[config.mk]
export PLATFORM = sky130hd
export DESIGN_NAME = alu_operand_issue
export DESIGN_NICKNAME = d
export VERILOG_FILES = /design/src/rtl/alu_pkg.sv /design/src/rtl/alu_op_decode.sv /design/src/rtl/alu_operand_issue.sv
export SDC_FILE = /design/constraint.sdc
export NUM_CORES = 1
export LEC_CHECK = 0
export BUFFER_PORTS_ARGS = -buffer_cell sky130_fd_sc_hd__buf_2
export CAP_MARGIN = 10
export CORE_UTILIZATION = 40
export DETAILED_ROUTE_END_ITERATION = 6
export SLEW_MARGIN = 10
export SYNTH_ARGS = -nofsm -noshare
export SYNTH_HDL_FRONTEND = slang
export SYNTH_SLANG_ARGS = --single-unit
[constraint.sdc]
create_clock -name clk -period 4.56 [get_ports clk]
set_input_delay 0.456 -clock clk [delete_from_list [all_inputs] [get_ports clk]]
set_output_delay 0.456 -clock clk [all_outputs]
set_load 0.005 [all_outputs]
[src/rtl/alu_pkg.sv]
// Shared encodings for the ALU issue path: ALU op codes, MIPS opcode/funct
// constants, and the payload carried from decode to the ALU.
package alu_pkg;

    localparam logic [3:0] ALU_AND  = 4'h0;
    localparam logic [3:0] ALU_OR   = 4'h1;
    localparam logic [3:0] ALU_XOR  = 4'h2;
    localparam logic [3:0] ALU_NOR  = 4'h3;
    localparam logic [3:0] ALU_ADDU = 4'h4;
    localparam logic [3:0] ALU_SUBU = 4'h5;
    localparam logic [3:0] ALU_ADD  = 4'h6;
    localparam logic [3:0] ALU_SUB  = 4'h7;
    localparam logic [3:0] ALU_SLL  = 4'h8;
    localparam logic [3:0] ALU_SLLV = 4'h9;
    localparam logic [3:0] ALU_SRL  = 4'hA;
    localparam logic [3:0] ALU_SRLV = 4'hB;
    localparam logic [3:0] ALU_SLT  = 4'hC;
    localparam logic [3:0] ALU_SLTU = 4'hD;
    localparam logic [3:0] ALU_CLO  = 4'hE;
    localparam logic [3:0] ALU_CLZ  = 4'hF;

    localparam logic [5:0] OPC_SPECIAL  = 6'h00;
    localparam logic [5:0] OPC_SPECIAL2 = 6'h1C;

    localparam logic [5:0] FN_SLL  = 6'h00;
    localparam logic [5:0] FN_SRL  = 6'h02;
    localparam logic [5:0] FN_SLLV = 6'h04;
    localparam logic [5:0] FN_SRLV = 6'h06;
    localparam logic [5:0] FN_ADD  = 6'h20;
    localparam logic [5:0] FN_ADDU = 6'h21;
    localparam logic [5:0] FN_SUB  = 6'h22;
    localparam logic [5:0] FN_SUBU = 6'h23;
    localparam logic [5:0] FN_AND  = 6'h24;
    localparam logic [5:0] FN_OR   = 6'h25;
    localparam logic [5:0] FN_XOR  = 6'h26;
    localparam logic [5:0] FN_NOR  = 6'h27;
    localparam logic [5:0] FN_SLT  = 6'h2A;
    localparam logic [5:0] FN_SLTU = 6'h2B;
    localparam logic [5:0] FN_CLZ  = 6'h20;
    localparam logic [5:0] FN_CLO  = 6'h21;

    typedef struct packed {
        logic [3:0]  op;
        logic [31:0] a;
        logic [31:0] b;
    } alu_issue_t;

endpackage

[src/rtl/alu_op_decode.sv]
// Combinational opcode/funct decode to ALU op code plus operand selection.
module alu_op_decode
    import alu_pkg::*;
(
    input  logic [5:0]  opcode,
    input  logic [5:0]  funct,
    input  logic [4:0]  shamt,
    input  logic [31:0] rs_val,
    input  logic [31:0] rt_val,
    output logic [3:0]  op,
    output logic [31:0] a,
    output logic [31:0] b,
    output logic        illegal
);

    always_comb begin
        op      = ALU_AND;
        a       = rs_val;
        b       = rt_val;
        illegal = 1'b0;
        if (opcode == OPC_SPECIAL) begin
            case (funct)
                FN_AND:  op = ALU_AND;
                FN_OR:   op = ALU_OR;
                FN_XOR:  op = ALU_XOR;
                FN_NOR:  op = ALU_NOR;
                FN_ADDU: op = ALU_ADDU;
                FN_SUBU: op = ALU_SUBU;
                FN_ADD:  op = ALU_ADD;
                FN_SUB:  op = ALU_SUB;
                FN_SLT:  op = ALU_SLT;
                FN_SLTU: op = ALU_SLTU;
                FN_SLL:  begin op = ALU_SLL;  a = rt_val; b = {27'b0, shamt};       end
                FN_SRL:  begin op = ALU_SRL;  a = rt_val; b = {27'b0, shamt};       end
                FN_SLLV: begin op = ALU_SLLV; a = rt_val; b = {27'b0, rs_val[4:0]}; end
                FN_SRLV: begin op = ALU_SRLV; a = rt_val; b = {27'b0, rs_val[4:0]}; end
                default: illegal = 1'b1;
            endcase
        end else if (opcode == OPC_SPECIAL2) begin
            case (funct)
                FN_CLO:  begin op = ALU_CLO; b = '0; end
                FN_CLZ:  begin op = ALU_CLZ; b = '0; end
                default: illegal = 1'b1;
            endcase
        end else begin
            illegal = 1'b1;
        end
    end

endmodule

[src/rtl/alu_operand_issue.sv]
// Issue stage in front of the ALU: decode, output register plus one skid
// entry behind a registered in_ready, and a saturating illegal-op counter.
module alu_operand_issue
    import alu_pkg::*;
#(
    parameter int TAG_W = 4,
    parameter int CNT_W = 16
) (
    input  logic             clk,
    input  logic             rst_n,
    input  logic             flush,
    input  logic             in_valid,
    output logic             in_ready,
    input  logic [5:0]       in_opcode,
    input  logic [5:0]       in_funct,
    input  logic [4:0]       in_shamt,
    input  logic [31:0]      in_rs_val,
    input  logic [31:0]      in_rt_val,
    input  logic [TAG_W-1:0] in_tag,
    output logic             out_valid,
    input  logic             out_ready,
    output logic [3:0]       out_op,
    output logic [31:0]      out_a,
    output logic [31:0]      out_b,
    output logic [TAG_W-1:0] out_tag,
    output logic             illegal_pulse,
    output logic [CNT_W-1:0] illegal_count
);

    alu_issue_t       dec, out_q, out_d, skid_q, skid_d;
    logic [TAG_W-1:0] out_tag_q, out_tag_d, skid_tag_q, skid_tag_d;
    logic             out_vld_q, out_vld_d, skid_vld_q, skid_vld_d;
    logic             dec_illegal, acc, push, out_free;

    alu_op_decode u_dec (
        .opcode  (in_opcode),
        .funct   (in_funct),
        .shamt   (in_shamt),
        .rs_val  (in_rs_val),
        .rt_val  (in_rt_val),
        .op      (dec.op),
        .a       (dec.a),
        .b       (dec.b),
        .illegal (dec_illegal)
    );

    assign acc      = in_valid & in_ready;
    assign push     = acc & ~dec_illegal;
    assign out_free = ~out_vld_q | out_ready;

    // in_ready high implies the skid is empty, so push never meets a full skid.
    always_comb begin
        out_d      = out_q;
        out_tag_d  = out_tag_q;
        out_vld_d  = out_vld_q;
        skid_d     = skid_q;
        skid_tag_d = skid_tag_q;
        skid_vld_d = skid_vld_q;
        if (flush) begin
            out_vld_d  = 1'b0;
            skid_vld_d = 1'b0;
        end else if (out_free) begin
            if (skid_vld_q) begin
                out_d      = skid_q;
                out_tag_d  = skid_tag_q;
                out_vld_d  = 1'b1;
                skid_vld_d = 1'b0;
            end else if (push) begin
                out_d     = dec;
                out_tag_d = in_tag;
                out_vld_d = 1'b1;
            end else begin
                out_vld_d = 1'b0;
            end
        end else if (push) begin
            skid_d     = dec;
            skid_tag_d = in_tag;
            skid_vld_d = 1'b1;
        end
    end

    always_ff @(posedge clk or negedge rst_n) begin
        if (!rst_n) begin
            out_q         <= '0;
            out_tag_q     <= '0;
            out_vld_q     <= 1'b0;
            skid_q        <= '0;
            skid_tag_q    <= '0;
            skid_vld_q    <= 1'b0;
            in_ready      <= 1'b1;
            illegal_pulse <= 1'b0;
            illegal_count <= '0;
        end else begin
            out_q         <= out_d;
            out_tag_q     <= out_tag_d;
            out_vld_q     <= out_vld_d;
            skid_q        <= skid_d;
            skid_tag_q    <= skid_tag_d;
            skid_vld_q    <= skid_vld_d;
            in_ready      <= ~skid_vld_d;
            illegal_pulse <= acc & dec_illegal & ~flush;
            if (acc && dec_illegal && !flush && illegal_count != {CNT_W{1'b1}})
                illegal_count <= illegal_count + 1'b1;
        end
    end

    assign out_valid = out_vld_q;
    assign out_op    = out_q.op;
    assign out_a     = out_q.a;
    assign out_b     = out_q.b;
    assign out_tag   = out_tag_q;

endmodule
After elaboration in Yosys (flattened, before gate mapping)
Index checks and enable logic that the tools add are counted.
- add/subtract/negate cells: 1
- equal/unequal tests: 15
- muxes and demuxes: 25
- bitwise gates (word level): 10
- reductions and logical operators: 15
- operators with widths (cell ; count):
    32-bit 2-to-1 mux ; 5
    68-bit 2-to-1 mux ; 2
    32-bit case mux with 2 select lines ; 1
    6-bit equality test (second input constant) ; 10
    4-bit case mux with 13 select lines ; 1
    16-bit by 1-bit adder with 16-bit output (second input constant) ; 1
    4-bit 2-to-1 mux ; 4
    16-bit != test (second input constant) ; 1
    14-bit OR reduction ; 1
    6-bit by 3-bit equality test with 1-bit output (second input constant) ; 2
    6-bit logical NOT ; 2
    1-bit 2-to-1 mux ; 11
    4-bit case mux with 2 select lines ; 1
    6-bit by 2-bit equality test with 1-bit output (second input constant) ; 1
    6-bit by 5-bit equality test with 1-bit output (second input constant) ; 1
    3-bit AND reduction ; 2
    2-bit OR reduction ; 3
    1-bit inverter ; 5
    1-bit bitwise AND ; 4
    2-bit nonzero test ; 2
    4-bit OR reduction ; 1
    1-bit logical AND ; 3
    1-bit logical NOT ; 1
    1-bit bitwise OR ; 1
- flip-flop bits (word level): 164
- input bits: 90
- output and inout bits: 91

Logic depth before layout (Yosys ltp)
Gate-level depths: netlist of run 1.
- word-level depth: 11
- mapped depth: 8
- gate-level depth less buffers: 6

Hierarchy
From an unflattened synthesis of run 1, not the netlist that was laid out.
- cell total of the unflattened synthesis: 662
- area total of the unflattened synthesis: 8155.3 um2
- by module, submodules not included (module ; times used ; cells each ; area an instance (um2) ; sequential area each (um2)):
    alu_operand_issue ; 1 ; 555 ; 7260.7 ; 4105.2
    alu_op_decode ; 1 ; 107 ; 894.6 ; 0.0

Least setup slack after synthesis of run 1
OpenSTA, ideal clock, no wires.
- kind: in2reg
- from: in in_funct[5]
- to: reg out_q, in the netlist out_a[0]
- setup time: 0.125 ns
- arrival time: 2.159 ns
- setup slack: 2.276 ns
- stages on the path: 8
- path buffers: 3
- path through: buf_2 nor4b_2 a41o_1 a31oi_4 or3_1 buf_6 buf_12 mux2_4
- longest elaborated chain between the ends: 9
- elaborated cells between the ends (all ways): 29
- those cells by class: eq/ne (13); mux (8); bitwise (2); reduce/logical (6)
- ends and longest elaborated chain (item ; RTL line ; source):
    start: declaration ; alu_operand_issue.sv:15 ; input logic [5:0] in_funct,
    6-bit equality test ; alu_op_decode.sv:22, alu_op_decode.sv:40 ;
    2-bit OR reduction (no source line) ; -- ;
    1-bit 2-to-1 mux ; alu_op_decode.sv:40 ; case (funct)
    1-bit 2-to-1 mux ; alu_op_decode.sv:39 ; end else if (opcode == OPC_SPECIAL2) begin
    1-bit 2-to-1 mux ; alu_op_decode.sv:21 ; if (opcode == OPC_SPECIAL) begin
    1-bit inverter ; alu_operand_issue.sv:48 ; assign push = acc & ~dec_illegal;
    1-bit bitwise AND ; alu_operand_issue.sv:48 ;
    2-bit nonzero test (no source line) ; -- ;
    3-bit AND reduction (no source line) ; -- ;
    end signal: assignment ; alu_operand_issue.sv:94 ; out_q <= out_d;
    end: declaration ; alu_operand_issue.sv:30 ; alu_issue_t dec, out_q, out_d, skid_q, skid_d;
Several ways; a longest one is shown, not always the timed one. The select of a mux whose other input is x is not followed.
A chain may end at the register's enable or synchronous reset.

Final worst setup path of run 1
- from: reg in_ready
- to: reg out_q, in the netlist out_a[27]
- longest elaborated chain between the ends: 4
- ends and longest elaborated chain (item ; RTL line ; source):
    start: declaration ; alu_operand_issue.sv:13 ; output logic in_ready,
    start signal: assignment ; alu_operand_issue.sv:100 ; in_ready <= ~skid_vld_d;
    1-bit bitwise AND ; alu_operand_issue.sv:47 ; assign acc = in_valid & in_ready;
    1-bit bitwise AND ; alu_operand_issue.sv:48 ;
    2-bit nonzero test (no source line) ; -- ;
    3-bit AND reduction (no source line) ; -- ;
Every way passes these cells.

==> results of run 1 <==
==> metrics by stage <==
step	std cells	util, %	hold WS [ns]
6_report	1180	49.7	0.0784
5_1_grt	1180	49.7	0.147
2_1_floorplan	748	-	0.160
3_3_place_gp	1148	46.5	0.462
3_5_place_dp	1148	46.5	0.471
4_1_cts	1180	49.7	0.121
==> final timing paths <==
check / cells past startpoint / slack (ns) / end
worst max-delay path: 6 / 1.66 / out_a[27]
worst min-delay path: 1 / 0.08 / out_a[8]
worst max register to register: 6 / 1.66 / out_a[27]
worst min register to register: 2 / 0.48 / skid_q[34]
max in group asynchronous: 2 / 3.54 / skid_vld_q
min in group clk: 2 / 0.25 / out_valid
==> synthesized netlist by cell type (3+ instances only) <==
| cell type | number |
|---|---|
| o21ai_0 | 134 |
| nand2_1 | 138 |
| and2_1 | 4 |
| a211oi_1 | 3 |
| buf_12 | 7 |
| buf_2 | 6 |
| mux2_1 | 6 |
| and3_1 | 8 |
| mux2i_1 | 38 |
| nor2_1 | 5 |
| dfrtp_1 | 163 |
| nand2b_1 | 4 |
| o211ai_1 | 6 |
| nand4_1 | 13 |
| xnor2_1 | 15 |
| mux2_4 | 67 |
| a21oi_1 | 7 |
| nand3_1 | 37 |
| inv_1 | 3 |
| mux2_2 | 5 |
| clkbuf_1 | 39 |
| nor2b_1 | 4 |
==> registers in the layout (all words and copies together), names as in the netlist <==
signal / flops
skid_vld_q: 1
in_ready: 1
illegal_pulse: 1
illegal_count: 16
skid_q: 68
out_op: 4
skid_tag_q: 4
out_b: 32
out_tag: 4
out_valid: 1
out_a: 32
==> power by group through the flow <==
stage	logic, mW	clock network, mW	registers [mW]
2_1_floorplan	0.117	0	1.56
3_3_place_gp	0.264	0	1.57
3_5_place_dp	0.268	0	1.56
4_1_cts	0.267	1.58	1.54
5_1_grt	0.293	1.64	1.54
6_report	0.262	1.54	1.54
==> area by class of cell <==
cell class              count  area [µm²]  area share (%)
clock buffers              18         429            4.39
clock inverters            14         199            2.04
inverters                   3        11.3           0.115
multi-input cells         527        3710            37.9
flip-flops and latches    164        4110            42.0
well taps                 265         332            3.39
repair buffers            189         987            10.1
==> cell families after synthesis <==
group | after synthesis | synth area share (%)
AOI/OAI and AO/OA | 166 | 11.5
xor gates and xnor gates | 15 | 1.62
adders and majority gates | 1 | 0.154
buffers and inverters | 57 | 4.23
DFF | 164 | 50.6
muxes | 116 | 18.6
and+or+nand+nor | 229 | 13.3
==> metal layers <==
layer | up-vias | GRT usage (%) | wire [µm]
li1 | 2939 | - | -
met1 | 2785 | 27.2 | 9180
met2 | 156 | 26.7 | 7920
met3 | 17 | 3.58 | 994
met4 | 0 | 6.70 | 236
met5 | - | 0 | 0
==> reports/metrics.cfg, run 1 <==
[status]
status=finished clean

[drt]
first_pass_iters=4
drtAntennaViolNets=0
via_per_inst=5.00
drc=0
via_count=5897
wl_per_cell_um=15.5
routed_wl_um=18300
drtIter0Drc=282

[clock_tree]
post_cts_buffers=0
clock-sinks=164
path_clk_slew_ns=0.07
root_buffer=clkbuf_16
clkLatencyLatePin_ns=0.42
cts-resized-gates=0
cts_tree=built
h-tree-depth=4
ctsHoldBuffers=0
numCtsBuffers=17
clockBufferDepth=2

[worst_setup_path]
arrival_ns=3.21
r2r_start=in_ready
crit_buf_inv=1
worstSetupPathType=flip-flop to flip-flop
startpoint=in_ready
crit_chain=and2_1, a41o_1, a31oi_4, or3_4, buf_4, mux2_4
worstSetupStartpointType=flip-flop
critPathMaxStageDelay_ns=0.75
crit_slowest_cell=or3_4
critical_path_required_ns=4.87
cp-end-kind=flip-flop
cpLargestDelayFamily=simple AND/OR/NAND/NOR gates
cp_max_fo=46

[job]
drv_cap=0

[timing]
finClkSkew_ns=0.00726
rsz0062_at_grt=no
setup_ws_ns=1.66
fmax_mhz=344
finalSetupTns_ns=0
fin_crit_ns=2.90
slew_headroom_pct=38.3
setup_viol=0
min_period_over_period_pct=63.7
hold_viol_final=0
worstMarginPinSlew_ns=0.925
maxSlewViolCount=0

[final_layout]
mostFrequentLayoutCell=buf_2
design_area_mm2=0.00978
synthToLayoutAreaGrowth_pct=20.5
nFillCells=1888
drive_gt1_share_pct=33.6
layout_common_cells=buf_2, dfrtp_1, nand2_1
fin_nets=993
antenna_cells=0

[logic_synthesis]
synth_edf_count=0
syn_inst=748
async_flop_share_pct=100
yosysTopAreaCell=dfrtp_1
netlist.area_leader.share_pct=50.3
synth-seq-cells=164
synth_cell_types=53
synth_area_leaders=dfrtp_1, mux2_4, o21ai_0, nand2_1, mux2i_1
syn-num-nets=839
yosysWarnings=0
avgSynthCellArea_um2=10.8
syn_area_mm2=0.00811
yosysSeqAreaShare_pct=50.6
ys.flop_type=dfrtp_1

[worst_hold_path]
holdCritPathClass=primary input to async pin

[global_routing]
grt_max_degree=89
first_global_vias=5626
overflow=0
grtUsageTotal_pct=18.5
antenna_found_initial=0
grt_pass1_wl_um=29700

[die]
die_area_mm2=0.0209
io_pins=181
die_h_um=144
coreArea_mm2=0.0197
die_w_um=144
start_util_pct=41.3
rows=51

[pwr]
power.internal_mw=2.55
p_clk_share_pct=46.1
seq_power_share_pct=46.0
sw_frac_of_total_pct=23.7
p_leak_nw=5.12
powerDensity_mw_per_mm2=342
peakVddDrop_mv=0.254
p_comb_share_pct=7.8
p_total_mw=3.34
switchingPower_mw=0.793

[placement]
dp_hpwl_um=12000
pre_cts_ws_ns=1.24
port_buffers=180
place.gp.congestion=0.823
placed_area_mm2=0.00915

No activity file was read; power rests on OpenSTA's default activity.
==> run 2: changes to the inputs <==
Clock period 4.56 ns to 3 ns, I/O delays scaled along.
==> run 2 against run 1 <==
  * Sequential share of layout area shrank 0.42 points
  * Sequential power is 52% higher
  * Clock power grew 42%
  * Design area rose by 1.0%
  * Die area unchanged
  * Critical path type unchanged
==> reports/metrics.cfg, run 2 (same netlist as run 1, synthesis figures left out) <==
[status]
status=finished clean

[timing]
fin_crit_ns=2.27
fmax_mhz=440
setup_viol=0
finalSetupTns_ns=0
worstMarginPinSlew_ns=0.692
hold_viol_final=0
min_period_over_period_pct=75.7
maxSlewViolCount=0
finClkSkew_ns=0.00632
rsz0062_at_grt=no
slew_headroom_pct=53.8
setup_ws_ns=0.728

[global_routing]
grt_pass1_wl_um=30400
first_global_vias=5735
grt_max_degree=142
antenna_found_initial=0
overflow=0
grtUsageTotal_pct=18.9

[final_layout]
register_area_mm2=0.00411
fin_nets=1001
multi_input_area_mm2=0.00371
synthToLayoutAreaGrowth_pct=21.7
top_register=skid_q
nFillCells=1843
antenna_cells=0
mostFrequentLayoutCell=buf_2
layout_common_cells=buf_2, dfrtp_1, nand2_1
drive_gt1_share_pct=34.1
design_area_mm2=0.00987
largest_reg_flops=68

[pwr]
peakVddDrop_mv=0.360
p_leak_nw=5.17
powerDensity_mw_per_mm2=499

[drt]
via_count=5961
drtIter0Drc=304
routed_wl_um=18600
via_per_inst=5.02
drc=0
wl_met2_um=8240
drtAntennaViolNets=0
highest_layer=met4
wl_met3_um=948
m1WireLength_um=9160
wl_per_cell_um=15.7
first_pass_iters=4

[clock_tree]
clockBufferDepth=2
path_clk_slew_ns=0.07
numCtsBuffers=17
root_buffer=clkbuf_16
clock-sinks=164
clkLatencyLatePin_ns=0.42
cts_tree=built
h-tree-depth=4

[placement]
dp_hpwl_um=12400
port_buffers=180
pre_cts_ws_ns=0.480
placed_area_mm2=0.00928
place.gp.congestion=0.791

[worst_setup_path]
r2r_start=in_ready
worstSetupStartpointType=flip-flop
r2r_end=out_b[0]
r2r_cells=6
arrival_ns=2.58
startpoint=in_ready
cp-end-kind=flip-flop
worstSetupPathType=flip-flop to flip-flop
reg2reg_slack_ns=0.73
critical_path_required_ns=3.31
cp_max_fo=28
worstSetupEndpoint=out_b[0]

[job]
drv_cap=0

[worst_hold_path]
holdCritPathClass=primary input to flip-flop

[die]
rows=51
die_area_mm2=0.0209
coreArea_mm2=0.0197
die_h_um=144
die_w_um=144
io_pins=181
start_util_pct=41.3

run 2: power by group:
part | leakage [nW] | internal [mW] | total [mW] | switching (mW)
sequential | 2.27 | 2.27 | 2.34 | 0.0633
combinational | 2.62 | 0.204 | 0.408 | 0.204
clock | 0.286 | 1.19 | 2.19 | 1.00
run 2: worst min-delay path by stage:
stage                     startpoint                to  slack, ns  cells after the start
after detailed placement       rst_n         out_a[10]       0.38                      1
final                      in_tag[1]     skid_tag_q[1]       0.11                      2
after CTS                      flush         out_valid       0.09                      2
after floorplan                rst_n  illegal_count[0]      0.004                      0
after global routing       in_tag[2]     skid_tag_q[2]       0.10                      2
after global placement         rst_n         out_a[10]       0.37                      1
run 2: final cells by class:
cell class	count	area share (%)
clock buffers	17	4.31
clock inverters	15	1.66
inverters	3	0.114
multi-input cells	527	37.6
flip-flops and latches	164	41.6
well taps	265	3.36
repair buffers	197	11.4
run 2: critical path: stages (launching register included):
cell and delay (ns):
dfstp_2 0.53, and2_1 0.19, a41o_1 0.23, a31oi_4 0.05, or3_4 0.54, buf_12 0.25
mux2_4 0.32
run 2: routing by layer:
layer / track usage (%) / vias to the layer above
li1: - / 2957
met1: 26.9 / 2827
met2: 28.7 / 157
met3: 3.81 / 20
met4: 5.87 / 0
met5: 0 / -
run 2: metrics by stage:
| step | total power, mW | cells | util [%] | hold slack, ns |
|---|---|---|---|---|
| 4_1_cts | 5.00 | 1188 | 50.2 | 0.0857 |
| 6_report | 4.93 | 1188 | 50.2 | 0.108 |
| 5_1_grt | 5.14 | 1188 | 50.2 | 0.100 |
| 3_5_place_dp | 2.79 | 1155 | 47.2 | 0.376 |
| 2_1_floorplan | 2.55 | 748 | - | 0.00441 |
| 3_3_place_gp | 2.79 | 1155 | 47.2 | 0.372 |
run 2: what timing repair did:
| item | in CTS | in global routing |
|---|---|---|
| hold buffers | 1 | 0 |
| setup buffers | 0 | 0 |
| endpoints found under the hold margin | 67 | 0 |
| resized for setup | 0 | 0 |
